<file path="src/rtl/sobel_frame_sender.sv">
// sobel_frame_sender: emits a 4-byte little-endian dimension header
// (width, height) followed by width*height pixel bytes pulled from an
// upstream valid/ready source, and delivers them to a valid/ready sink.
module sobel_frame_sender #(
  parameter int DATA_BITS = 8
) (
  input  logic                 clk,
  input  logic                 rst,
  input  logic                 start,
  input  logic [15:0]          width_in,
  input  logic [15:0]          height_in,
  input  logic [DATA_BITS-1:0] data_in,
  input  logic                 valid_in,
  output logic                 ready_in,
  output logic [DATA_BITS-1:0] data_out,
  output logic                 valid_out,
  input  logic                 ready_out,
  output logic                 busy,
  output logic                 frame_done
);

  typedef enum logic [1:0] {
    ST_IDLE   = 2'd0,
    ST_HDR    = 2'd1,
    ST_PIXELS = 2'd2,
    ST_DONE   = 2'd3
  } state_t;

  state_t               state_r;
  state_t               state_nx_s;
  logic [15:0]          width_r;
  logic [15:0]          height_r;
  logic [31:0]          total_r;
  logic [31:0]          pix_count_r;
  logic [1:0]           hdr_idx_r;
  logic [DATA_BITS-1:0] data_out_r;
  logic                 valid_out_r;
  logic                 busy_r;
  logic                 frame_done_r;

  logic                 xfer_s;
  logic                 accept_s;
  logic                 ready_in_s;
  logic                 dims_nz_s;
  logic [7:0]           hdr_byte_nx_s;

  assign xfer_s    = valid_out_r && ready_out;
  assign accept_s  = valid_in && ready_in_s;
  assign dims_nz_s = (width_r != 16'd0) && (height_r != 16'd0);

  // State register
  always_ff @(posedge clk or negedge rst) begin
    if (!rst) begin
      state_r <= ST_IDLE;
    end else begin
      state_r <= state_nx_s;
    end
  end

  // Next-state logic
  always_comb begin
    state_nx_s = state_r;
    case (state_r)
      ST_IDLE: begin
        if (start) state_nx_s = ST_HDR;
        else       state_nx_s = ST_IDLE;
      end
      ST_HDR: begin
        if (xfer_s && (hdr_idx_r == 2'd3)) begin
          if (dims_nz_s) state_nx_s = ST_PIXELS;
          else           state_nx_s = ST_DONE;
        end else begin
          state_nx_s = ST_HDR;
        end
      end
      ST_PIXELS: begin
        // pix_count==total means no further accept is possible; leave once the held byte goes.
        if (xfer_s && !accept_s && (pix_count_r == total_r)) state_nx_s = ST_DONE;
        else                                               state_nx_s = ST_PIXELS;
      end
      ST_DONE:  state_nx_s = ST_IDLE;
      default:  state_nx_s = ST_IDLE;
    endcase
  end

  // Output decode: upstream ready and the next header byte to load
  always_comb begin
    ready_in_s    = 1'b0;
    hdr_byte_nx_s = 8'h00;
    case (state_r)
      // Opening ready_in while header byte 3 leaves removes the bubble before pixel 0.
      ST_HDR:    ready_in_s = (hdr_idx_r == 2'd3) && xfer_s && dims_nz_s;
      ST_PIXELS: ready_in_s = (pix_count_r < total_r) && (!valid_out_r || ready_out);
      default:   ready_in_s = 1'b0;
    endcase
    case (hdr_idx_r)
      2'd0:    hdr_byte_nx_s = width_r[15:8];
      2'd1:    hdr_byte_nx_s = height_r[7:0];
      2'd2:    hdr_byte_nx_s = height_r[15:8];
      default: hdr_byte_nx_s = 8'h00;
    endcase
  end

  // Datapath: dimension capture, output byte register, counters, status flags
  always_ff @(posedge clk or negedge rst) begin
    if (!rst) begin
      width_r      <= 16'd0;
      height_r     <= 16'd0;
      total_r      <= 32'd0;
      pix_count_r  <= 32'd0;
      hdr_idx_r    <= 2'd0;
      data_out_r   <= {DATA_BITS{1'b0}};
      valid_out_r  <= 1'b0;
      busy_r       <= 1'b0;
      frame_done_r <= 1'b0;
    end else begin
      busy_r       <= (state_nx_s == ST_HDR) || (state_nx_s == ST_PIXELS);
      frame_done_r <= (state_nx_s == ST_DONE);
      case (state_r)
        ST_IDLE: begin
          if (start) begin
            width_r     <= width_in;
            height_r    <= height_in;
            total_r     <= 32'(width_in) * 32'(height_in);
            pix_count_r <= 32'd0;
            hdr_idx_r   <= 2'd0;
            data_out_r  <= DATA_BITS'(width_in[7:0]);
            valid_out_r <= 1'b1;
          end
        end
        ST_HDR: begin
          if (xfer_s) begin
            hdr_idx_r <= hdr_idx_r + 2'd1;
            if (hdr_idx_r != 2'd3) begin
              data_out_r <= DATA_BITS'(hdr_byte_nx_s);
            end else if (accept_s) begin
              data_out_r  <= data_in;
              pix_count_r <= pix_count_r + 32'd1;
            end else begin
              valid_out_r <= 1'b0;
            end
          end
        end
        ST_PIXELS: begin
          if (accept_s) begin
            data_out_r  <= data_in;
            valid_out_r <= 1'b1;
            pix_count_r <= pix_count_r + 32'd1;
          end else if (xfer_s) begin
            valid_out_r <= 1'b0;
          end
        end
        ST_DONE:  valid_out_r <= 1'b0;
        default:  valid_out_r <= 1'b0;
      endcase
    end
  end

  assign ready_in   = ready_in_s;
  assign data_out   = data_out_r;
  assign valid_out  = valid_out_r;
  assign busy       = busy_r;
  assign frame_done = frame_done_r;

endmodule
</file>
<file path="config.mk">
export PLATFORM = sky130hd
export DESIGN_NAME = sobel_frame_sender
export DESIGN_NICKNAME = d
export VERILOG_FILES = /design/src/rtl/sobel_frame_sender.sv
export SDC_FILE = /design/constraint.sdc
export NUM_CORES = 1
export LEC_CHECK = 0
export ABC_AREA = 1
export CAP_MARGIN = 20
export CORE_ASPECT_RATIO = 0.6
export CORE_MARGIN = 2
export CORE_UTILIZATION = 29
export DETAILED_ROUTE_END_ITERATION = 6
export SLEW_MARGIN = 30
export SYNTH_ARGS = -nofsm -noshare
export SYNTH_HDL_FRONTEND = slang
export SYNTH_SLANG_ARGS = --single-unit
</file>
<file path="constraint.sdc">
create_clock -name clk -period 6.4 [get_ports clk]
set_input_delay 1.28 -clock clk [delete_from_list [all_inputs] [get_ports clk]]
set_output_delay 1.28 -clock clk [all_outputs]
set_load 0.005 [all_outputs]
</file>
==> impl_metrics.py <==
metrics = {
    "timing": {
        "hold_violations": 0,
        "post-route-period-util_pct": 98.2,
        "setup_viol": 0,
        "worst_hold_slack_ns": 0.490,
        "worst_pin_slew_ns": 0.806,
        "finalCriticalPeriod_ns": 6.28,
        "max_freq_mhz": 159,
        "clock_skew_ns": 0.0135,
        "maxSlewHeadroom_pct": 46.3,
        "maxSlewViolCount": 0,
        "fin_ws_ns": 0.118,
    },
    "global_routing": {
        "grt_pass1_vias": 14300,
        "grt_max_degree": 69,
        "grt_antenna_before_repair": 1,
        "grt_overflow": 0,
        "grt_pass1_wl_um": 79000,
        "grtUsageTotal_pct": 17.8,
    },
    "floorplanning": {
        "rows": 66,
        "die_w_um": 305,
        "fp.dieH_um": 185,
        "start_util_pct": 29.3,
        "io_pins": 57,
        "die_area_um2": 56400,
        "fp.coreArea_um2": 54000,
    },
    "clock_tree": {
        "clkLatencyLatePin_ns": 0.38,
        "cts.clk_slew.worst_paths_ns": 0.09,
        "cts_made_buffers": 9,
        "postCtsHoldBufs": 0,
        "ctsRootBufferMaster": "clkbuf_16",
        "cts.sinks": 111,
        "cts_buffer_depth": 2,
        "cts_tree": "done",
        "cts_max_level": 3,
    },
    "placed_design": {
        "dp_hpwl_um": 38000,
        "portBuffers": 56,
        "place.gp.congestion": 0.909,
        "dp_slack_ns": -0.733,
    },
    "detailed_routing": {
        "avgRoutedWirePerCell_um": 16.4,
        "routed_via_density": 4.67,
        "num_vias": 14100,
        "drt-pass1-iter-count": 5,
        "ant_nets": 0,
        "drc": 0,
        "drt-initial-drc-count": 1279,
        "totalWireLength_um": 49400,
    },
    "critical_path": {
        "critical_path_class": "in2reg",
        "endpoint_kind": "flop",
        "worstPathRequired_ns": 6.64,
        "max_stage_delay_ns": 0.57,
        "cp-start-kind": "input port",
        "path_cells": "dlygate4sd2_1 -> buf_12 -> nand2_1 -> inv_1 -> fa_1 -> fa_1 -> fa_1 -> fa_1 -> fa_1 -> inv_2 -> fa_1 -> inv_2 -> ha_4 -> a21o_1 -> a21oi_2 -> buf_4 -> buf_4 -> o21ai_0 -> a21boi_1 -> nand3_1 -> nand3_1 -> o21ai_1",
        "critPathMaxFanout": 10,
        "cp_slowest_cell": "fa_1",
        "cp_common_cell": "fa_1",
        "cp.arrival_ns": 6.52,
    },
    "final_layout": {
        "area_growth_pct": 24.7,
        "final_layout_size_suffix_gt1_share_pct": 19.1,
        "utilization_pct": 36.5,
        "diodes": 0,
        "nets": 2680,
        "fill_cells": 5664,
    },
    "synthesis": {
        "synth_cells": 2114,
        "synthesis.area_um2": 15800,
        "synth_warnings": 0,
        "synth.most_common_cell": "nand2_1",
        "synthSimpleGateAreaFrac_pct": 23.3,
        "synth-seq-cells": 111,
        "yosys-top-cells-area": "fa_1, dfrtp_1, nand2_1, ha_1, inv_1",
        "synthAdderAreaFrac_pct": 36.2,
        "synth_nets": 2500,
        "synth_top_cell_by_area": "fa_1",
        "avgSynthCellArea_um2": 7.48,
        "synth_top_family_by_area": "adder cells",
        "synth-xor-area-share_pct": 2.11,
        "synth_edf_count": 0,
        "synth-main-ff-cell": "dfrtp_1",
        "synth_compound_area_share_pct": 6.99,
        "ys_types": 46,
        "yosys-top-cells-count": "nand2_1, inv_1, fa_1, ha_1, dfrtp_1",
        "synth_top_area_share_pct": 24.6,
        "yosysSeqAreaShare_pct": 17.6,
        "synth-async-reset-ratio_pct": 100,
        "synth.mux.area_fraction_pct": 0,
    },
    "min_path": {
        "hold_path_class": "reg2reg",
    },
    "status": {
        "status": "finished, final reports clean",
    },
    "flow_run": {
        "cap_violations": 0,
    },
}
-- routing by layer --
layer	vias to the layer above	share of wire (%)	global-route usage, %
met3	31	10	5.58
met1	6823	50	27.1
li1	6703	-	-
met4	4	0.73	2.40
met2	497	39	24.8
met5	-	0.18	1.03
-- cell usage in the layout (no fill, tap or decap), types with 8 or more instances in the layout --
master             n
clkbuf_16         12
ha_1             137
clkdlybuf4s50_1   24
nor2_2            12
buf_4            169
buf_6             13
xnor2_1           19
nor4_1             9
fa_2               9
nor2_1            60
nand2_1          607
buf_12            23
nand2_2           18
o21ai_1           16
dlygate4sd2_1      8
fa_1             185
a21oi_2           11
inv_2             27
nand3_1           51
a21oi_1           40
xor2_1            18
nand4_1           27
nand3_2            9
dfrtp_1          111
clkbuf_2          11
or2_2             18
o21ai_0           55
o21ai_2           37
ha_4              10
inv_1            440
nor3_1            16
-- state kept, by name, indices dropped and copies added (netlist names) --
name / cells
busy: 1
data_out: 8
frame_done: 1
hdr_idx_r: 2
height_r: 16
pix_count_r: 32
state_r: 2
total_r: 32
valid_out: 1
width_r: 16
-- cell type report --
cell class / count / area, um^2 / share of cell area (%)
Tap cell: 714 / 893 / 4.53
Clock buffer: 10 / 239 / 1.21
Inverter: 468 / 1760 / 8.91
Sequential cell: 111 / 2780 / 14.1
Multi-Input combinational cell: 1436 / 11400 / 57.7
Timing Repair Buffer: 268 / 2610 / 13.2
Clock inverter: 6 / 55.1 / 0.279
-- worst paths after layout --
path                                  start               to  slack, ns  depth (start not counted)
worst max register to register   state_r[0]  pix_count_r[24]       2.90                         15
worst max-delay path            width_in[3]      total_r[29]       0.12                         22
worst min-delay path            total_r[17]      total_r[17]       0.49                          2
min in group asynchronous               rst      data_out[3]       0.90                          1
worst min register to register  total_r[17]      total_r[17]       0.49                          2
max in group asynchronous               rst      total_r[12]       4.46                          2
-- repair_timing --
action	4_1_cts	5_1_grt
pin swaps	30	57
gates cloned	8	3
gates resized for setup	90	158
buffers inserted	25	19
endpoints found under the setup margin	18	19
-- per-stage QoR --
step	area, um^2	std cells	setup TNS [ns]
after floorplan	15900	2114	-0.00322
after global placement	18300	2945	-11.04
after detailed placement	18300	2945	-11.41
after CTS	19300	2994	0
after global routing	19700	3013	-0.109
final	19700	3013	0
-- critical path: cells and delay by family --
kind | cells | cell delay, ns
and+or+nand+nor | 3 | 0.24
buffers and inverters | 7 | 0.79
adders and majority gates | 7 | 3.41
AOI/OAI and AO/OA | 5 | 0.79
-- logic make-up after synthesis --
logic type      Yosys count
compound gates          187
xor+xnor                 38
fa+ha+maj               341
buf+inv                 567
flops                   111
simple gates            870
Power is left out: the tool's default activity adds up to more than one toggle a clock period on the data nets, which glitch-free logic cannot reach.
==> RTL change 1: new RTL, same settings <==
Change the parameter `DATA_BITS` from 8 to 9.
--- a/src/rtl/sobel_frame_sender.sv
+++ b/src/rtl/sobel_frame_sender.sv
@@ -2,7 +2,7 @@
 // (width, height) followed by width*height pixel bytes pulled from an
 // upstream valid/ready source, and delivers them to a valid/ready sink.
 module sobel_frame_sender #(
-  parameter int DATA_BITS = 8
+  parameter int DATA_BITS = 9
 ) (
   input  logic                 clk,
   input  logic                 rst,
Interface: changed (resized data_in and data_out); port bits go from 57 to 59. The function was not compared with the original's and may differ.
==> RTL change 1 against the original RTL <==
- setup slack better by 0.033 ns
- wire length down 3.9%
- worst hold slack got worse by 0.0031 ns
- cell area grew 1.1%
- synthesized cell count down 0.57%
- die area is 0.29% higher
- sequential cell count grew 1
- synthesized area grew 0.29%
- critical endpoint is now total_r[28]$_DFFE_PN0P_
- largest cell class unchanged
==> RTL change 1: results (changes against the original RTL) <==
GRT
  • GR Layer Usage met3: 4.27% (was 5.58%)
  • Largest net degree at the start of global routing: 74 (was 69)
  • First-pass GRT wire length: 74300 microns (was 79000 microns)
  • Met2 GRT Util: 22.9% (was 24.8%)

CTS
  • Clk sinks: 112 (was 111)

STA
  • Slew margin rel.: 39.2% (was 46.3%)
  • FMAX: 0.160 GHz (was 0.159 GHz)
  • Hold_ws: 0.487 ns (was 0.490 ns)

Placed design
  • Port bufs: 58 (was 56)
  • Cells after DPL: 2931 (was 2945)
  • Placed cell areas: 18400 sq um (was 18300 sq um)
  • Pre-CTS setup slack: -0.682 ns (was -0.733 ns)

Route
  • Detailed Route Iter0 Violations: 1260 (was 1279)
  • Met3 wire length: 4420 microns (was 5140 microns)
  • Via density: 4.60 (was 4.67)
  • Max layer used: met4 (was met5)
  • Metal2 WL: 18200 microns (was 19100 microns)

Yosys
  • Syn_area_per_cell: 7.54 sq um (was 7.48 sq um)
  • Seq/Total Area, Yosys: 17.7% (was 17.6%)
  • Synth cell count leaders: 599 x nand2_1, 461 x inv_1, 194 x fa_1 (was 628 x nand2_1, 455 x inv_1, 194 x fa_1)

Layout
  • Clock-cell share: 1.53% (was 1.49%)
  • Post-layout instance area: 19900 sq um (was 19700 sq um)
  • Multi-Input Combinational: 1426 (was 1436)
  • FILL cells: 5505 (was 5664)
  • Reg area: 2800 sq um (was 2780 sq um)
  • Inverters excl. clock: 467 (was 468)

Critical path
  • R2r endpoint: pix_count_r[21]$_DFFE_PN0P_ (was pix_count_r[24]$_DFFE_PN0P_)
  • Worst path arrival time: 6.57 ns (was 6.52 ns)
  • R2R Setup Slk: 2.98 ns (was 2.90 ns)
  • Crit-path max cell delay: 0.55 ns (was 0.57 ns)

Min path
  • Hold_sp: total_r[15]$_DFFE_PN0P_ (was total_r[17]$_DFFE_PN0P_)

Outcome
  • Status: finished clean (unchanged)
RTL change 1: worst reg2reg max path, cell delays in order, from the launching register on:
cell	delay, ns
dfrtp_1	0.44
inv_1	0.12
ha_1	0.29
inv_2	0.16
nor2_1	0.46
nand4_1	0.16
nor2_1	0.16
nand2_1	0.08
clkinv_1	0.09
nand2_2	0.13
nand2_4	0.15
nand3_4	0.19
o21ai_2	0.15
nand2_4	0.24
buf_12	0.29
nand2_1	0.17
o21ai_2	0.06
RTL change 1: logic make-up (layout without fill, tap and decap cells):
kind of cell | after synthesis | after routing | share of synthesized area (%)
AND/OR/NAND/NOR | 855 | 855 | 23.2
buffers and inverters | 564 | 754 | 13.7
adder cells (fa/ha/maj) | 341 | 341 | 36.1
AO/OA/AOI/OAI | 191 | 191 | 7.20
flip-flops | 112 | 112 | 17.7
XOR/XNOR | 39 | 39 | 2.15
==> RTL change 2: new RTL, config.mk and constraints unchanged <==
Made on the original files. Encoding of `state_t`: now Gray code (2 bits for 4 states).
--- a/src/rtl/sobel_frame_sender.sv
+++ b/src/rtl/sobel_frame_sender.sv
@@ -20,10 +20,10 @@
 );
 
   typedef enum logic [1:0] {
-    ST_IDLE   = 2'd0,
-    ST_HDR    = 2'd1,
-    ST_PIXELS = 2'd2,
-    ST_DONE   = 2'd3
+    ST_IDLE   = 2'b00,
+    ST_HDR    = 2'b01,
+    ST_PIXELS = 2'b11,
+    ST_DONE   = 2'b10
   } state_t;
 
   state_t               state_r;
Check against the original RTL: same outputs for any inputs over 4 cycles, from zero or initial values and one cycle with rst low; so few cycles prove little.
==> RTL change 2 against the original RTL <==
- cell area shrank 1.2%
- synthesized area down 1.2%
- sequential share of layout area about the same
- final cell count decreased by 0.40%
- sequential cell count shrank 1
- worst hold slack worse by 0.0060 ns
- setup slack got worse by 0.067 ns
- global-route usage is 0.35 points lower
- wire length is 1.2% lower
- highest routed layer is now met4
Power is left out: the tool's default activity adds up to more than one toggle a clock period on the data nets, which glitch-free logic cannot reach.
==> RTL change 2: results (changes against the original RTL) <==
Yosys
  • Area contributors post-synth: fa_1 25%, dfrtp_1 18%, nand2_1 14% (was fa_1 25%, dfrtp_1 18%, nand2_1 15%)
  • Synth Area in XOR/XNOR: 2.36% (was 2.11%)
  • Cell variety after synth: 40 (was 46)
  • Seq/Total Area, Yosys: 17.6% (about the same)
  • Syn_area_per_cell: 7.35 sq um (was 7.48 sq um)
  • Synth Area in Compound Gates: 6.33% (was 6.99%)

GRT
  • Largest net degree at the start of global routing: 71 (was 69)
  • Initial antenna violation count: 2 (was 1)
  • GR Layer Usage met3: 3.25% (was 5.58%)
  • Met1 GRT Util: 28.1% (was 27.1%)

Layout
  • Final instance count without filler cells: 3001 (was 3013)
  • Buffers, non-clock: 254 (was 268)
  • Multi-input gate share of total cell area: 57.3% (was 57.7%)
  • Layout cells sized above 1: 14.4% (was 19.1%)
  • Multi-Input Combinational: 1437 (was 1436)
  • Final net count: 2677 (was 2680)
  • FILL cells: 5451 (was 5664)
  • Signal buf overhead: 13.4% (was 13.2%)

Route
  • Detailed Route Iter0 Violations: 1304 (was 1279)
  • Metal2 WL: 18900 microns (was 19100 microns)
  • Final wirelength: 48800 microns (was 49400 microns)

Placed design
  • Pre-CTS setup slack: -0.684 ns (was -0.733 ns)
  • GP Congestion: 0.901 (was 0.909)
  • Placed cell areas: 18200 sq um (was 18300 sq um)
  • HPWL after DPL: 38000 microns (about the same)

CTS
  • CTS clock-pin slew for the worst setup and hold paths: 0.07 ns (was 0.09 ns)
  • Clk sinks: 110 (was 111)
  • # resized after CTS: 53 (was 90)

Outcome
  • Status: finished clean (unchanged)

STA
  • Slew @ Worst Pin: 0.890 ns (was 0.806 ns)

Floorplan
  • Chip width: 304 microns (was 305 microns)
==> RTL change 2: cell families (layout without fill, tap and decap cells) <==
group           count (synthesis)  in the layout
other cells                     0              1
fa+ha+maj                     339            339
simple gates                  878            878
flops                         110            110
buf+inv                       577            750
compound gates                178            178
xor+xnor                       42             42
==> RTL change 2: final timing paths <==
check,from,to,slack (ns),depth (start not counted)
setup / recovery,width_in[13],total_r[23]$_DFFE_PN0P_,0.05,23
max in group asynchronous,rst,pix_count_r[16]$_DFFE_PN0P_,4.42,2
min in group asynchronous,rst,height_r[2]$_DFFE_PN0P_,0.89,1
hold / removal,total_r[22]$_DFFE_PN0P_,total_r[22]$_DFFE_PN0P_,0.48,2
hold reg to reg,total_r[22]$_DFFE_PN0P_,total_r[22]$_DFFE_PN0P_,0.48,2
setup reg to reg,busy$_DFF_PN0_,pix_count_r[31]$_DFFE_PN0P_,3.07,14
